==> src/rtl/spi_master_ctrl.sv <==
// SPI initiator on the shared system clock: serialises an 11-bit command
// frame onto SS_n/MOSI and, for read-data frames, shifts back a byte from MISO.
module spi_master_ctrl #(
    parameter int unsigned TURN_CYCLES = 2
) (
    input  logic       clk,
    input  logic       rst,
    input  logic       start,
    input  logic [1:0] cmd,
    input  logic [7:0] din,
    output logic       busy,
    output logic       done,
    output logic [7:0] dout,
    output logic       dout_valid,
    output logic       SS_n,
    output logic       MOSI,
    input  logic       MISO
);

    typedef enum logic [2:0] {
        IDLE,
        SEND,
        TURN,
        RECV,
        FINISH
    } state_t;

    localparam logic [3:0] TURN_LAST =
        (TURN_CYCLES == 0) ? 4'd0 : 4'(TURN_CYCLES - 1);

    state_t      state_q, state_d;
    logic [3:0]  cnt_q, cnt_d;
    logic [10:0] frame_q, frame_d;
    logic        rd_q, rd_d;
    logic [7:0]  shift_q, shift_d;
    logic [7:0]  dout_q, dout_d;
    logic        ss_n_q, ss_n_d;
    logic        mosi_q, mosi_d;
    logic        busy_q, busy_d;
    logic        done_q, done_d;
    logic        dv_q, dv_d;

    always_ff @(posedge clk or posedge rst) begin
        if (rst) begin
            state_q <= IDLE;
            cnt_q   <= '0;
            frame_q <= '0;
            rd_q    <= 1'b0;
            shift_q <= '0;
            dout_q  <= '0;
            ss_n_q  <= 1'b1;
            mosi_q  <= 1'b0;
            busy_q  <= 1'b0;
            done_q  <= 1'b0;
            dv_q    <= 1'b0;
        end else begin
            state_q <= state_d;
            cnt_q   <= cnt_d;
            frame_q <= frame_d;
            rd_q    <= rd_d;
            shift_q <= shift_d;
            dout_q  <= dout_d;
            ss_n_q  <= ss_n_d;
            mosi_q  <= mosi_d;
            busy_q  <= busy_d;
            done_q  <= done_d;
            dv_q    <= dv_d;
        end
    end

    always_comb begin
        state_d = state_q;
        cnt_d   = cnt_q;
        frame_d = frame_q;
        rd_d    = rd_q;
        shift_d = shift_q;
        dout_d  = dout_q;
        ss_n_d  = ss_n_q;
        mosi_d  = mosi_q;
        busy_d  = busy_q;
        done_d  = 1'b0;
        dv_d    = 1'b0;
        unique case (state_q)
            IDLE: begin
                if (start) begin
                    frame_d = {cmd[1], cmd[1], cmd[0], din};
                    rd_d    = &cmd;
                    ss_n_d  = 1'b0;
                    mosi_d  = 1'b0;
                    busy_d  = 1'b1;
                    cnt_d   = '0;
                    state_d = SEND;
                end
            end
            SEND: begin
                // Frame word is shifted left so bit 10 always holds the next MOSI bit
                mosi_d  = frame_q[10];
                frame_d = {frame_q[9:0], 1'b0};
                cnt_d   = cnt_q + 4'd1;
                if (cnt_q == 4'd10) begin
                    cnt_d = '0;
                    if (!rd_q) begin
                        state_d = FINISH;
                    end else if (TURN_CYCLES == 0) begin
                        state_d = RECV;
                    end else begin
                        state_d = TURN;
                    end
                end
            end
            TURN: begin
                mosi_d = 1'b0;
                cnt_d  = cnt_q + 4'd1;
                if (cnt_q == TURN_LAST) begin
                    cnt_d   = '0;
                    state_d = RECV;
                end
            end
            RECV: begin
                mosi_d  = 1'b0;
                shift_d = {shift_q[6:0], MISO};
                cnt_d   = cnt_q + 4'd1;
                if (cnt_q == 4'd7) begin
                    cnt_d   = '0;
                    state_d = FINISH;
                end
            end
            FINISH: begin
                ss_n_d  = 1'b1;
                mosi_d  = 1'b0;
                busy_d  = 1'b0;
                done_d  = 1'b1;
                if (rd_q) begin
                    dout_d = shift_q;
                    dv_d   = 1'b1;
                end
                state_d = IDLE;
            end
            default: begin
                state_d = IDLE;
            end
        endcase
    end

    assign busy       = busy_q;
    assign done       = done_q;
    assign dout       = dout_q;
    assign dout_valid = dv_q;
    assign SS_n       = ss_n_q;
    assign MOSI       = mosi_q;

endmodule

==> config.mk <==
export PLATFORM = sky130hd
export DESIGN_NAME = spi_master_ctrl
export DESIGN_NICKNAME = d
export VERILOG_FILES = /design/src/rtl/spi_master_ctrl.sv
export SDC_FILE = /design/constraint.sdc
export NUM_CORES = 1
export LEC_CHECK = 0
export ABC_CLOCK_PERIOD_IN_PS = 1700
export BUFFER_PORTS_ARGS = -buffer_cell sky130_fd_sc_hd__buf_2
export CORE_ASPECT_RATIO = 1.25
export CORE_UTILIZATION = 44
export DETAILED_ROUTE_END_ITERATION = 8
export GPL_ROUTABILITY_DRIVEN = 0
export PLACE_DENSITY = 0.74
export SLEW_MARGIN = 20
export SYNTH_ARGS = -nofsm -noshare
export SYNTH_HDL_FRONTEND = slang
export SYNTH_SLANG_ARGS = --single-unit
==> constraint.sdc <==
create_clock -name clk -period 1.7 [get_ports clk]
set_input_delay 0.255 -clock clk [delete_from_list [all_inputs] [get_ports clk]]
set_output_delay 0.255 -clock clk [all_outputs]
set_load 0.03 [all_outputs]
### Word level (Yosys, flattened, before mapping)

Index checks and enable logic that the tools add are counted.

| storage, ports and cells | value |
|---|---|
| register bits after elaboration | 40 |
| input port bits | 14 |
| word-level logic and storage cells | 58 |
| output and inout bits | 13 |

| operators by class | value |
|---|---|
| reductions and logical operators | 14 |
| equal/unequal tests | 11 |
| $add $sub $neg | 1 |
| muxes and demuxes | 21 |

Operators with widths:

| cell | number |
|---|---|
| 11-bit one-hot mux with 2 select lines | 1 |
| 4-bit 2-to-1 mux | 4 |
| 4-bit one-hot mux with 4 select lines | 1 |
| 3-bit 2-to-1 mux | 5 |
| 2-bit AND reduction | 7 |
| 3-bit one-hot mux with 4 select lines | 1 |
| 11-bit 2-to-1 mux | 1 |
| 2-bit != test, second input constant | 4 |
| 3-bit by 2-bit equality test with 1-bit output, second input constant | 2 |
| 1-bit 2-to-1 mux | 5 |
| 4-bit by 1-bit adder with 4-bit output, second input constant | 1 |
| 4-bit by 1-bit equality test with 1-bit output, second input constant | 1 |
| 4-bit by 3-bit equality test with 1-bit output, second input constant | 1 |
| 4-bit equality test, second input constant | 1 |
| 1-bit one-hot mux with 2 select lines | 2 |
| 4-bit AND reduction | 1 |
| 2-bit nonzero test | 2 |
| 4-bit nonzero test | 1 |
| 3-bit by 1-bit equality test with 1-bit output, second input constant | 1 |
| 3-bit equality test, second input constant | 1 |
| 3-bit zero test | 1 |
| 1-bit one-hot mux with 3 select lines | 1 |
| 3-bit nonzero test | 1 |
| 3-bit OR reduction | 1 |

### Depth between registers and ports, before layout

| logic depth | value |
|---|---|
| word-level depth | 4 |
| depth in mapped cells | 6 |
| gate-level depth less buffers | 6 |

### Least setup slack after synthesis

No wires, ideal clock.

| path | value |
|---|---|
| path type | flip-flop to flip-flop |
| start | register cnt_q[1] |
| end | register state_q[2] |
| buffers on the path | 0 |
| clock period less this slack | 1.682 ns |
| cell stages (with the launch flop) | 7 |
| required time | 1.589 ns |
| path slack | 0.018 ns |
| data arrival time | 1.571 ns |
| library setup time | 0.111 ns |
| cell sequence | dfrtp_1 inv_1 ha_1 or3b_4 a22oi_4 nand2_2 a2111oi_2 |

| between the ends | value |
|---|---|
| longest elaborated chain between the ends | 3 |
| elaborated cells between the ends (all ways) | 7 |
| classes of those cells | eq/ne (6); reduce/logical (1) |

Ends and longest elaborated chain:

| element | line | RTL |
|---|---|---|
| start, declared | 32 | `logic [3:0] cnt_q, cnt_d;` |
| start signal, assigned | 58 | `cnt_q <= cnt_d;` |
| 4-bit by 3-bit equality test with 1-bit output, or another cell as far along | 123 | `if (cnt_q == 4'd7) begin` |
| 2-bit != test (no source line) | -- |  |
| 4-bit AND reduction (no source line) (*) | -- |  |
| end signal, assigned | 57 | `state_q <= state_d;` |
| end, declared | 31 | `state_t state_q, state_d;` |

Every way passes the cells marked *; elsewhere a longest branch is shown, timed or not.
A chain may end at the register's enable or synchronous reset.

### Worst setup path after layout

| path | value |
|---|---|
| start | register cnt_q[1] |
| end | register cnt_q[3] |

| between the ends | value |
|---|---|
| longest elaborated chain between the ends | 3 |
| elaborated cells between the ends (all ways) | 8 |
| classes of those cells | add/sub (1); eq/ne (3); mux (4) |

Ends and longest elaborated chain:

| element | line | RTL |
|---|---|---|
| 4-bit by 1-bit adder with 4-bit output, or another cell as far along | 99, 113, 122 |  |
| 4-bit 2-to-1 mux (on tied branches) | 123, 100, 114 |  |
| 4-bit one-hot mux with 4 select lines (*) | 83 | `unique case (state_q)` |

Marks and branches as above.

==> results.md <==
- Across the run, the number of max-cap violations was 0.
- The initial utilization of the core area, before any placement, comes to between 40% and 50%.
- The library cell occupying the most area in the post-synthesis netlist is dfrtp_1.
- The design area is around 2200 sq um.
- After detailed placement, the design holds a cell count of ~240.
- Sorting the synthesized cells by area gives the leading types as dfrtp_1 53%, mux2_2 9.7%, mux2i_1 5.4%.
- The most frequently used flop master after synthesis is dfrtp_1.
- The height of the die is approximately 75 um.
- The library cell used as clock root buffer is clkbuf_8.
- The post-route non-filler standard cell count is 246.
- The H-tree generated during clock tree synthesis spans 2 levels.
- At the later pin of the worst-skew pair, clock insertion delay measures roughly 0.29 ns.
- The count of final hold-check violations is 0.
- Of the total synthesized cell area, the portion taken by full adders, half adders and majority gates is 2.03%.
- The data required time at the worst endpoint is roughly 1.9 ns.
- The total power per unit cell area is 1640 nW/um^2.
- The endpoint of the worst register-to-register path is cnt_q[3].
- Counting flops with an async set or reset pin after synthesis yields a share of 100%.
- Dividing the detail-routed wire length by the instance count gives between 10 and 15 um.
- The worst setup path is captured at a flop.
- For this run, the detailed router's first-pass iteration total came to 4.
- Timing would allow up to between 500 and 600 MHz.
- Setup repair after global routing could not meet its margin everywhere.
- The total overflow left after global routing is 0.
- The final antenna diode count is 0.
- For this run, the register share of the synthesized area comes to between 50% and 60%.
- The first-pass GRT wire length is about 5.6 mm.
- The number of DRC violations after detailed-routing iteration 0 is 38.
- Clock tree synthesis inserted a total of 5 buffers.
- The final critical-path required period is 1.73 ns.
- The sum of routed wire length over all layers is roughly 3.5 mm.
- The final reports fail on negative setup slack.
- The floorplan step defined a die boundary enclosing ~4500 sq um.
- The total of hold buffers inserted after clock tree synthesis is 0.
- The distinct cell type count after synthesis is 40.
- By area, the combinational part of the netlist is dominated by multiplexers.
- In the finished design, the share of the clock period the worst path needs comes to 102%.
- The leading cell type by number of instances after synthesis is dfrtp_1.
- The detailed router placed about 1300 vias in this run.
- The final setup violation count is 2.
- For this run, design rule violations remaining after detail routing come to 0.
- The clock drives 40 sinks.
- The die span in x is 60.0 um.
- STA classifies the critical path startpoint as a flop.
- The number of pins with negative max-slew slack in the final report is 0.
- Summed over all nets, the half-perimeter wirelength after detailed placement is 2.50 mm.
- The number of instances in the synthesized netlist is between 100 and 150.
- The slack of the worst reg-to-reg path is -0.03 ns.
- The maximum number of pins on one net before global-route repair is around 40.
- The clock passes through at most 2 buffers.
- The number of flops mapped to enable cells by yosys is 0.
- Of the cells placed in the final design, the portion with a size suffix greater than 1 is 42.1%.
- The xor and xnor fraction of the mapped netlist area is 0%.
- In this run the cell area measured after placement is approximately 2100 sq um.
- The Yosys step of the flow raised 0 warnings.
- Power comes to approximately 3.7 mW.
- The startpoint identified for the worst register-to-register timing path is cnt_q[1].
- The region available for standard cell placement spans 4070 sq um.
- The worst pin sits at a relative slew slack of between 60% and 70%.
- The post-synthesis cell area is roughly 1900 sq um.
- The post-synthesis average cell area is approximately 12 sq um.
- The complex-gate fraction of the synthesized area is a little under an eighth.
- The number of synthesized register bits is 40.
- After the last flow step, the layout net total stands at between 200 and 250.
- For the pin with the worst max-slew slack, the measured transition is ~0.49 ns.
- The cell row count is 26.
- The via count of the first global-routing pass is roughly 1300.
- The tightest min-delay check is of the input port to async pin type.
- The boundary pin count is 27.
- Global routing consumed, over all layers together, between 10% and 20% of the routing resources.
- The hold slack is about 0.065 ns.
- The share of the synthesized area in the top cell type is 52.7%.
- The maximum fanout count along the critical path is 3.
- The portion of synthesized area spent on multiplexers is between 10% and 20%.
- STA puts the critical path data arrival time at 1.91 ns.
- The initial antenna violation count is 0.
- From synthesis to final layout, the design area changed by 20.7%.
- The critical path startpoint is cnt_q[1].
- In this run the remaining antenna-violating nets after routing total 0.
- The post-route clock skew is roughly 0.0056 ns.
- The simple-gate share of the synthesized area is about an eighth.
- During placement, the flow inserted port buffers numbering 26.
- The number of cells on the worst reg-to-reg path is 6.
- Across the VDD grid, the largest voltage drop is about 0.00084 V.
- Across all setup checks in the final design, the least slack found is -0.0321 ns.
- The final total negative setup slack is -0.0506 ns.
- The number of nets in the synthesized netlist is between 150 and 200.
- Before CTS, the worst setup slack after placement is -0.0190 ns.
- After detailed routing, the number of vias per cell comes to 5.18.
- TritonCTS built the clock tree.
- The flow ran to the end, but the final reports show violations.
- In this run the static leakage power is ~1.1 nW.
- By count the netlist is led by 39 x dfrtp_1, 16 x mux2_2, 12 x nand2_1, 10 x inv_1, 10 x mux2i_1.
- The worst setup path endpoint is cnt_q[3].
- The category of the critical setup timing path is flop to flop.
- The final cell utilization of the core is a little under three fifths.
- After clock tree synthesis, the clock-pin slew on the worst setup and hold paths is approximately 0.080 ns.
## critical path: stages (launching register included)
cell     delay [ns]
dfrtp_1        0.38
inv_1          0.06
ha_2           0.16
or3b_4         0.40
a22oi_4        0.20
nand2_2        0.10
a221o_1        0.31
## logic make-up (layout without fill, tap and decap cells)
logic type / Yosys count / after routing
buffers and inverters: 18 / 59
muxes: 26 / 26
AOI/OAI and AO/OA: 27 / 27
adders and majority gates: 3 / 3
and+or+nand+nor: 35 / 35
DFF: 40 / 40
## worst min-delay path by stage
stage / end / slack, ns / startpoint / depth (start not counted)
2_1_floorplan: rd_q / 0.39 / cmd[1] / 2
3_3_place_gp: dout[7] / 0.39 / rst / 3
3_5_place_dp: shift_q[7] / 0.40 / rst / 3
4_1_cts: dout_valid / 0.08 / rst / 3
5_1_grt: shift_q[4] / 0.1 / rst / 3
6_report: dout_valid / 0.07 / rst / 3
## layer usage
layer  track usage [%]  wire length [um]  vias to the layer above
li1                  -                 -                      601
met1              20.6              1490                      648
met2              28.8              1890                       21
met3              4.70                84                        4
met4              6.98                46                        0
met5                 0                 0                        -
## sequential cells by signal (all words and copies together), names as in the netlist
signal      flops
MOSI            1
cnt_q           4
frame_q        11
dout            8
rd_q            1
busy            1
done            1
shift_q         8
SS_n            1
dout_valid      1
state_q         3
## what timing repair did
item | CTS | global route
gates resized for setup | 2 | 4
setup buffers | 0 | 1
setup endpoints to repair | 2 | 5
cloned | 0 | 1
pin swaps | 0 | 1
## power breakdown
| part | switching, mW | internal [mW] |
|---|---|---|
| Combinational | 0.773 | 0.667 |
| Sequential | 0.223 | 1.23 |
| Clock | 0.338 | 0.434 |
| Total | 1.33 | 2.33 |
## final cells by class
type,count,area (sq um)
multi-input combinational,91,769
fill,347,1830
sequential,40,1000
clock inverter,3,42.5
clock buffer,5,68.8
tap,56,70.1
inverter,10,37.5
timing repair buffer,41,244
## placed cells by master (no fill, tap or decap), types with 2 or more instances in the layout
cell	Yosys	routed
o21ai_1	5	6
clkbuf_8	0	5
nand3_1	3	3
a31oi_1	2	2
inv_1	10	10
nor2_1	7	7
mux2i_1	10	10
o21ai_0	6	5
buf_2	2	27
dfrtp_2	0	2
nand2_1	12	12
and2_1	2	2
dfrtp_1	39	37
a221o_1	3	3
mux2_2	16	16
buf_4	1	13
ha_1	3	2
Power figures use the tool's default switching activity.
